<file path="src/rtl/muldiv_sequencer.sv">
// muldiv_sequencer: multi-cycle multiply/divide unit with HI/LO registers.
// Runs a shift-add multiply or a restoring divide, one iteration per cycle,
// and commits the result to HI/LO on the edge that enters DONE.
// Optional feature: define MULDIV_SIGNED_EN to enable two's-complement
// operands. Magnitudes are taken at issue, and a FIX cycle restores the signs.
module muldiv_sequencer #(
    parameter int WIDTH = 32,
    parameter int CNT_W = 6
) (
    input  logic             clk,
    input  logic             rst,
    input  logic             start,
    input  logic             op_div,
    input  logic [WIDTH-1:0] a,
    input  logic [WIDTH-1:0] b,
    input  logic             mf_req,
    output logic             busy,
    output logic             done,
    output logic             stall,
    output logic             dbz,
    output logic [WIDTH-1:0] hi,
    output logic [WIDTH-1:0] lo
);

    typedef enum logic [1:0] {
        IDLE = 2'd0,
        RUN  = 2'd1,
        FIX  = 2'd2,
        DONE = 2'd3
    } state_t;

    state_t               state_q, state_d;
    logic [CNT_W-1:0]     cnt_q, cnt_d;
    logic                 op_div_q, op_div_d;
    logic [2*WIDTH-1:0]   acc_q, acc_d;
    logic [WIDTH:0]       rem_q, rem_d;
    logic [WIDTH-1:0]     dvs_q, dvs_d;
    logic                 dbz_q, dbz_d;
    logic [WIDTH-1:0]     hi_q, hi_d;
    logic [WIDTH-1:0]     lo_q, lo_d;

    logic [WIDTH-1:0]     a_mag, b_mag;
    logic [WIDTH:0]       mult_sum;
    logic [2*WIDTH-1:0]   mult_next;
    logic [WIDTH:0]       div_shift;
    logic [WIDTH:0]       div_diff;
    logic                 div_ok;
    logic [WIDTH:0]       rem_next;
    logic [WIDTH-1:0]     quo_next;

`ifdef MULDIV_SIGNED_EN
    logic                 neg_res_q, neg_res_d;
    logic                 neg_rem_q, neg_rem_d;

    assign a_mag = a[WIDTH-1] ? -a : a;
    assign b_mag = b[WIDTH-1] ? -b : b;
`else
    assign a_mag = a;
    assign b_mag = b;
`endif

    // One iteration of each algorithm: acc holds the product (multiplier in the low half), or the quotient in its low half for divide.
    always_comb begin
        mult_sum  = {1'b0, acc_q[2*WIDTH-1:WIDTH]} + {1'b0, dvs_q};
        mult_next = acc_q[0] ? {mult_sum, acc_q[WIDTH-1:1]}
                             : {1'b0, acc_q[2*WIDTH-1:1]};
        div_shift = (rem_q << 1) | {{WIDTH{1'b0}}, acc_q[WIDTH-1]};
        div_diff  = div_shift - {1'b0, dvs_q};
        div_ok    = ~div_diff[WIDTH];
        rem_next  = div_ok ? div_diff : div_shift;
        quo_next  = {acc_q[WIDTH-2:0], div_ok};
    end

    // Next-state and register updates; HI/LO change only on the edge into DONE.
    always_comb begin
        state_d  = state_q;
        cnt_d    = cnt_q;
        op_div_d = op_div_q;
        acc_d    = acc_q;
        rem_d    = rem_q;
        dvs_d    = dvs_q;
        dbz_d    = dbz_q;
        hi_d     = hi_q;
        lo_d     = lo_q;
`ifdef MULDIV_SIGNED_EN
        neg_res_d = neg_res_q;
        neg_rem_d = neg_rem_q;
`endif
        case (state_q)
            IDLE: begin
                if (start) begin
                    op_div_d = op_div;
                    cnt_d    = '0;
                    dbz_d    = 1'b0;
`ifdef MULDIV_SIGNED_EN
                    neg_res_d = a[WIDTH-1] ^ b[WIDTH-1];
                    neg_rem_d = a[WIDTH-1];
`endif
                    if (op_div && (b == '0)) begin
                        dbz_d   = 1'b1;
                        hi_d    = a;
                        lo_d    = '1;
                        state_d = DONE;
                    end else begin
                        dvs_d   = op_div ? b_mag : a_mag;
                        acc_d   = {{WIDTH{1'b0}}, (op_div ? a_mag : b_mag)};
                        rem_d   = '0;
                        state_d = RUN;
                    end
                end
            end
            RUN: begin
                cnt_d = cnt_q + CNT_W'(1);
                if (op_div_q) begin
                    rem_d = rem_next;
                    acc_d = {acc_q[2*WIDTH-1:WIDTH], quo_next};
                end else begin
                    acc_d = mult_next;
                end
                if (cnt_q == CNT_W'(WIDTH - 1)) begin
`ifdef MULDIV_SIGNED_EN
                    state_d = FIX;
`else
                    if (op_div_q) begin
                        hi_d = rem_next[WIDTH-1:0];
                        lo_d = quo_next;
                    end else begin
                        hi_d = mult_next[2*WIDTH-1:WIDTH];
                        lo_d = mult_next[WIDTH-1:0];
                    end
                    state_d = DONE;
`endif
                end
            end
`ifdef MULDIV_SIGNED_EN
            FIX: begin
                if (op_div_q) begin
                    lo_d = neg_res_q ? -acc_q[WIDTH-1:0] : acc_q[WIDTH-1:0];
                    hi_d = neg_rem_q ? -rem_q[WIDTH-1:0] : rem_q[WIDTH-1:0];
                end else begin
                    {hi_d, lo_d} = neg_res_q ? -acc_q : acc_q;
                end
                state_d = DONE;
            end
`endif
            DONE: begin
                state_d = IDLE;
            end
            default: begin
                state_d = IDLE;
            end
        endcase
    end

    // State and datapath registers; reset discards any in-flight operation.
    always_ff @(posedge clk or posedge rst) begin
        if (rst) begin
            state_q  <= IDLE;
            cnt_q    <= '0;
            op_div_q <= 1'b0;
            acc_q    <= '0;
            rem_q    <= '0;
            dvs_q    <= '0;
            dbz_q    <= 1'b0;
            hi_q     <= '0;
            lo_q     <= '0;
`ifdef MULDIV_SIGNED_EN
            neg_res_q <= 1'b0;
            neg_rem_q <= 1'b0;
`endif
        end else begin
            state_q  <= state_d;
            cnt_q    <= cnt_d;
            op_div_q <= op_div_d;
            acc_q    <= acc_d;
            rem_q    <= rem_d;
            dvs_q    <= dvs_d;
            dbz_q    <= dbz_d;
            hi_q     <= hi_d;
            lo_q     <= lo_d;
`ifdef MULDIV_SIGNED_EN
            neg_res_q <= neg_res_d;
            neg_rem_q <= neg_rem_d;
`endif
        end
    end

    assign busy  = (state_q != IDLE);
    assign done  = (state_q == DONE);
    assign stall = busy & mf_req;
    assign dbz   = dbz_q;
    assign hi    = hi_q;
    assign lo    = lo_q;

endmodule

</file>
<file path="config.mk">
export PLATFORM = sky130hd
export DESIGN_NAME = muldiv_sequencer
export DESIGN_NICKNAME = d
export VERILOG_FILES = /design/src/rtl/muldiv_sequencer.sv
export SDC_FILE = /design/constraint.sdc
export NUM_CORES = 1
export LEC_CHECK = 0
export ABC_AREA = 0
export CAP_MARGIN = 25
export CORE_AREA = 4 4 201 125
export CTS_BUF_LIST = sky130_fd_sc_hd__clkbuf_8
export CTS_CLUSTER_DIAMETER = 120
export CTS_CLUSTER_SIZE = 40
export DETAILED_ROUTE_END_ITERATION = 16
export DIE_AREA = 0 0 205 129
export GPL_TIMING_DRIVEN = 1
export PLACE_DENSITY = 0.91
export SLEW_MARGIN = 20
export SYNTH_ARGS = -nofsm -noshare
export SYNTH_HDL_FRONTEND = slang
export SYNTH_SLANG_ARGS = --single-unit
</file>
<file path="constraint.sdc">
create_clock -name clk -period 9.3 [get_ports clk]
set_clock_uncertainty 0.15 [all_clocks]
set_input_delay 1.86 -clock clk [delete_from_list [all_inputs] [get_ports clk]]
set_output_delay 1.86 -clock clk [all_outputs]
set_load 0.05 [all_outputs]
</file>
# Word-level counts from Yosys, hierarchy flattened
# Cells that the tools add are included.
[totals]
ff_bits = 202
in_bits = 69
output_inout_bits = 68
elab_cells = 68
[classes]
addsub = 3
eq_ne = 9
mux = 29
bitwise_logic = 4
n_reduce_logical = 13
[op_table]
columns = ["op", "count"]
rows = [
  ["two-way mux 32 bit", 14],
  ["two-way mux 64 bit", 4],
  ["one-hot mux 32 bit (2 select lines)", 3],
  ["one-hot mux 64 bit (2 select lines)", 1],
  ["adder 32 x 32 -> 33 bit", 1],
  ["bitwise OR 33 x 1 -> 33 bit", 1],
  ["subtractor 33 x 32 -> 33 bit", 1],
  ["logical NOT 32 bit", 1],
  ["!= test 2 bit, second input constant", 6],
  ["one-hot mux 6 bit (2 select lines)", 1],
  ["AND reduction 4 bit", 3],
  ["adder 6 x 1 -> 6 bit, second input constant", 1],
  ["== test 6 x 5 -> 1 bit, second input constant", 1],
  ["two-way mux 2 bit", 3],
  ["two-way mux 6 bit", 1],
  ["AND reduction 2 bit", 3],
  ["AND reduction 3 bit", 2],
  ["one-hot mux 2 bit (2 select lines)", 1],
  ["nonzero test 2 bit", 2],
  ["== test 2 x 1 -> 1 bit, second input constant", 1],
  ["== test 2 bit, second input constant", 1],
  ["logical NOT 2 bit", 1],
  ["inverter 1 bit", 2],
  ["bitwise AND 1 bit", 1],
  ["other kinds (2)", 2],
]

# Logic depth before layout (Yosys ltp)
[depth]
ltp_word = 6
mapped_depth = 14
mapped_depth_nobuf = 12

# Least setup slack after synthesis
# No wires, ideal clock.
[synth_timing]
path_kind = "in2out"
startpoint = "input port mf_req"
endpoint = "output port stall"
t_arrival_ns = 2.567
required_time_ns = 7.290
slack_ns = 4.723
path_stages = 1
n_path_buf = 0
path_cell_list = "nor2b_1"
[synth_via]
elab_chain_len = 1
[synth_rtl]
columns = ["element", "line_no", "rtl"]
rows = [
  ["start, declared", "16", "input logic mf_req,"],
  ["bitwise AND 1 bit", "190", "assign stall = busy & mf_req;"],
  ["end, declared", "19", "output logic stall,"],
]
# Every way passes these cells.

# Final worst setup path
# Ends and elaborated chain as after synthesis.

==> out/qor.txt <==
distinct cell type count after synthesis: 72
H-Tree Depth: 1
Initial Utilization: 59.0%
Tot GR Track Use: 30.8%
CTS tree: built
met3 Usage GRT: 4.76%
crit end category: output pin
CP peak stage delay: 0.81 ns
routed len/inst: 21.6 microns
first-pass GRT wire length: 65800 microns
row count: 43
critical path peak fanout: 1
gate count after technology mapping: 1562
multiplexer share of the synthesized area: 6.56%
Worst Hold End: acc_q[7]
worst path arrival time: 3.24 ns
maxcap violations: 0
Primary FF master, synth: dfrtp_1
Post-Syn Area: 0.0136 sq mm
DIE WIDTH: 205 microns
Tcrit/Tclk final: 56.5%
Net Count, Synth: 1698
Top delay family on crit path: buffers and inverters
YS warnings: 0
# diodes: 0
Initial DRC Count: 1357
pin slew with the least headroom to its limit: 1.15 ns
post-CTS sizing: 0
number of remaining DRC errors: 0
post-CTS setup buffer count: 0
EDFF count, synth: 0
FF-to-FF End: hi[26]
Tmin final: 5.25 ns
CP bufs+invs: 2
Hold WC Path Type: reg -> reg
Final nets: 1769
vias per inst: 6.53
most frequent cells in the layout: dfrtp_1, nand2_1, nor2_1
highest clock rate: 190 MHz
commonest non-fill, non-tap cell in the layout: dfrtp_1
Compound-Gate Fraction of Synth Area: 26.3%
clk buf depth: 3
Adder-Cell Fraction of Synth Area: 6.29%
cells along the critical path: clkdlybuf4s50_1, nor2b_1, clkdlybuf4s50_1
worst rel slew slack: 23.4%
# setup viols final: 0
CP Launch Type: input port
FF-to-FF Start: acc_q[31]
Setup Total Neg Slack: 0 ns
cell mode on critical path: clkdlybuf4s50_1
met2 Use GR: 47.2%
CTS buffer count: 9
Area growth syn-to-layout: 13.0%
GP Congestion: 0.964
initial antenna violation count: 1
clock latency on the worst-skew pair: 0.55 ns
r2r worst-path depth: 13
Synth Area in XOR/XNOR: 3.42%
hold_sp: acc_q[7]
num ports: 137
fill count: 1884
Seq cells post-synth: 202
vias in the first global route: 12000
fin. max-slew vios: 0
Worst-path clk slew: 0.22 ns
gr busiest metal: met2
final hold violation count: 0
Crit Path Category: in -> out
Root Driver: clkbuf_8
port buffer count: 136
Async S/R FF share, synth: 100%
Die Area: 0.0264 sq mm
CTS sink count: 202
WP data required: 7.29 ns
Post-CTS Hold Fix Bufs: 0
Synth Area in Simple Gates: 16.0%
HPWL Detailed: 30800 microns
main combinational cell family by area after synthesis: compound AO/OA/AOI/OAI gates
total grt overflow: 0
flop2flop setup slack: 4.70 ns
post-synthesis sequential area ratio: 37.3%
met1 Resource Use GR: 46.3%
first-pass iteration count of the detailed router: 6
die height: 129 microns
WL final: 42000 microns
vias post-DR: 12700
status: finished clean
share of cells above drive strength 1: 4.35%
syn avg cell area: 8.68 sq um
largest net degree at the start of global routing: 126
post-route ant nets: 0
Slowest cell on crit path: clkdlybuf4s50_1
hold path depth: 1
core area: 0.0230 sq mm
RSZ-0062 raised after global routing: no
## through the flow
| step | worst slack, ns | cells | hold slack, ns | instance area (sq um) | utilization [%] |
|---|---|---|---|---|---|
| 2_1_floorplan | 1.78 | 1562 | 0.292 | 13600 | - |
| 3_3_place_gp | 3.86 | 1935 | 0.329 | 15100 | 65.8 |
| 3_5_place_dp | 3.66 | 1935 | 0.336 | 15100 | 65.8 |
| 4_1_cts | 4.03 | 1946 | 0.374 | 15300 | 66.5 |
| 5_1_grt | 4.01 | 1948 | 0.398 | 15300 | 66.7 |
| 6_report | 4.05 | 1948 | 0.381 | 15300 | 66.7 |
## cells in the mapped netlist, types with 7 or more instances
cell type  count  area, sq um
nand3_1       21          105
a21boi_0       7         52.6
a21oi_1      147          736
nand4_1        8         50.1
o21a_1        10         75.1
o211ai_1      14          105
inv_1         48          180
clkbuf_1      73          274
mux2_2         7         78.8
xnor2_1       30          263
nand2_1      166          623
a21boi_2      14          158
o21bai_1      10         75.1
dfrtp_1      202         5050
nor3_1        23          115
and3_1        11         68.8
nor3b_1        7         52.6
nor4_1         8         50.1
or3_1         11         68.8
o21ai_1       18         90.1
a222oi_1       7         70.1
o21ai_0       64          320
mux2i_1       81          811
nand2b_1       8         50.1
nor2_1       153          574
a21o_1        72          541
ha_1          65          813
a211oi_1      69          518
and2_1         7         43.8
a22oi_1        7         52.6
xor2_1        23          201
nor2b_1       36          225
buf_1         11         41.3
a31oi_1       32          200
## state kept, by name, summed over array words and instances, names as in the netlist
| register | flops |
|---|---|
| rem_q | 32 |
| hi | 32 |
| acc_q | 64 |
| state_q | 2 |
| cnt_q | 6 |
| op_div_q | 1 |
| lo | 32 |
| dbz | 1 |
| dvs_q | 32 |
## layout make-up
cell class              instances  area, sq um  area share (%)
multi-input cells            1218         8010            52.2
flip-flops and latches        202         5060            33.0
repair buffers                154         1530            9.96
well taps                     315          394            2.57
inverters                      48          188            1.22
clock buffers                   9          124           0.808
clock inverters                 2         33.8           0.220
## layer usage
layer	routed length, microns	part of all wire [%]
met2	18300	44
met1	18400	44
met3	4090	9.7
met4	1140	2.7
met5	13	0.031
## how the worst max path moves through the flow
| stage | startpoint | to | slack [ns] | cells past startpoint |
|---|---|---|---|---|
| final | mf_req | stall | 4.05 | 3 |
| after global routing | mf_req | stall | 4.01 | 3 |
| after CTS | mf_req | stall | 4.03 | 3 |
| after detailed placement | b[4] | acc_q[25] | 3.66 | 8 |
| after global placement | b[4] | acc_q[30] | 3.86 | 8 |
| after floorplan | rst | acc_q[0] | 1.78 | 1 |
## kinds of logic after synthesis
family	after synthesis
XOR/XNOR	53
adder cells (fa/ha/maj)	67
buffers and inverters	142
flip-flops	202
multiplexers	88
AND/OR/NAND/NOR	477
AO/OA/AOI/OAI	533
Power is left out: the tool's default activity adds up to more than one toggle a clock period on the data nets, which glitch-free logic cannot reach.
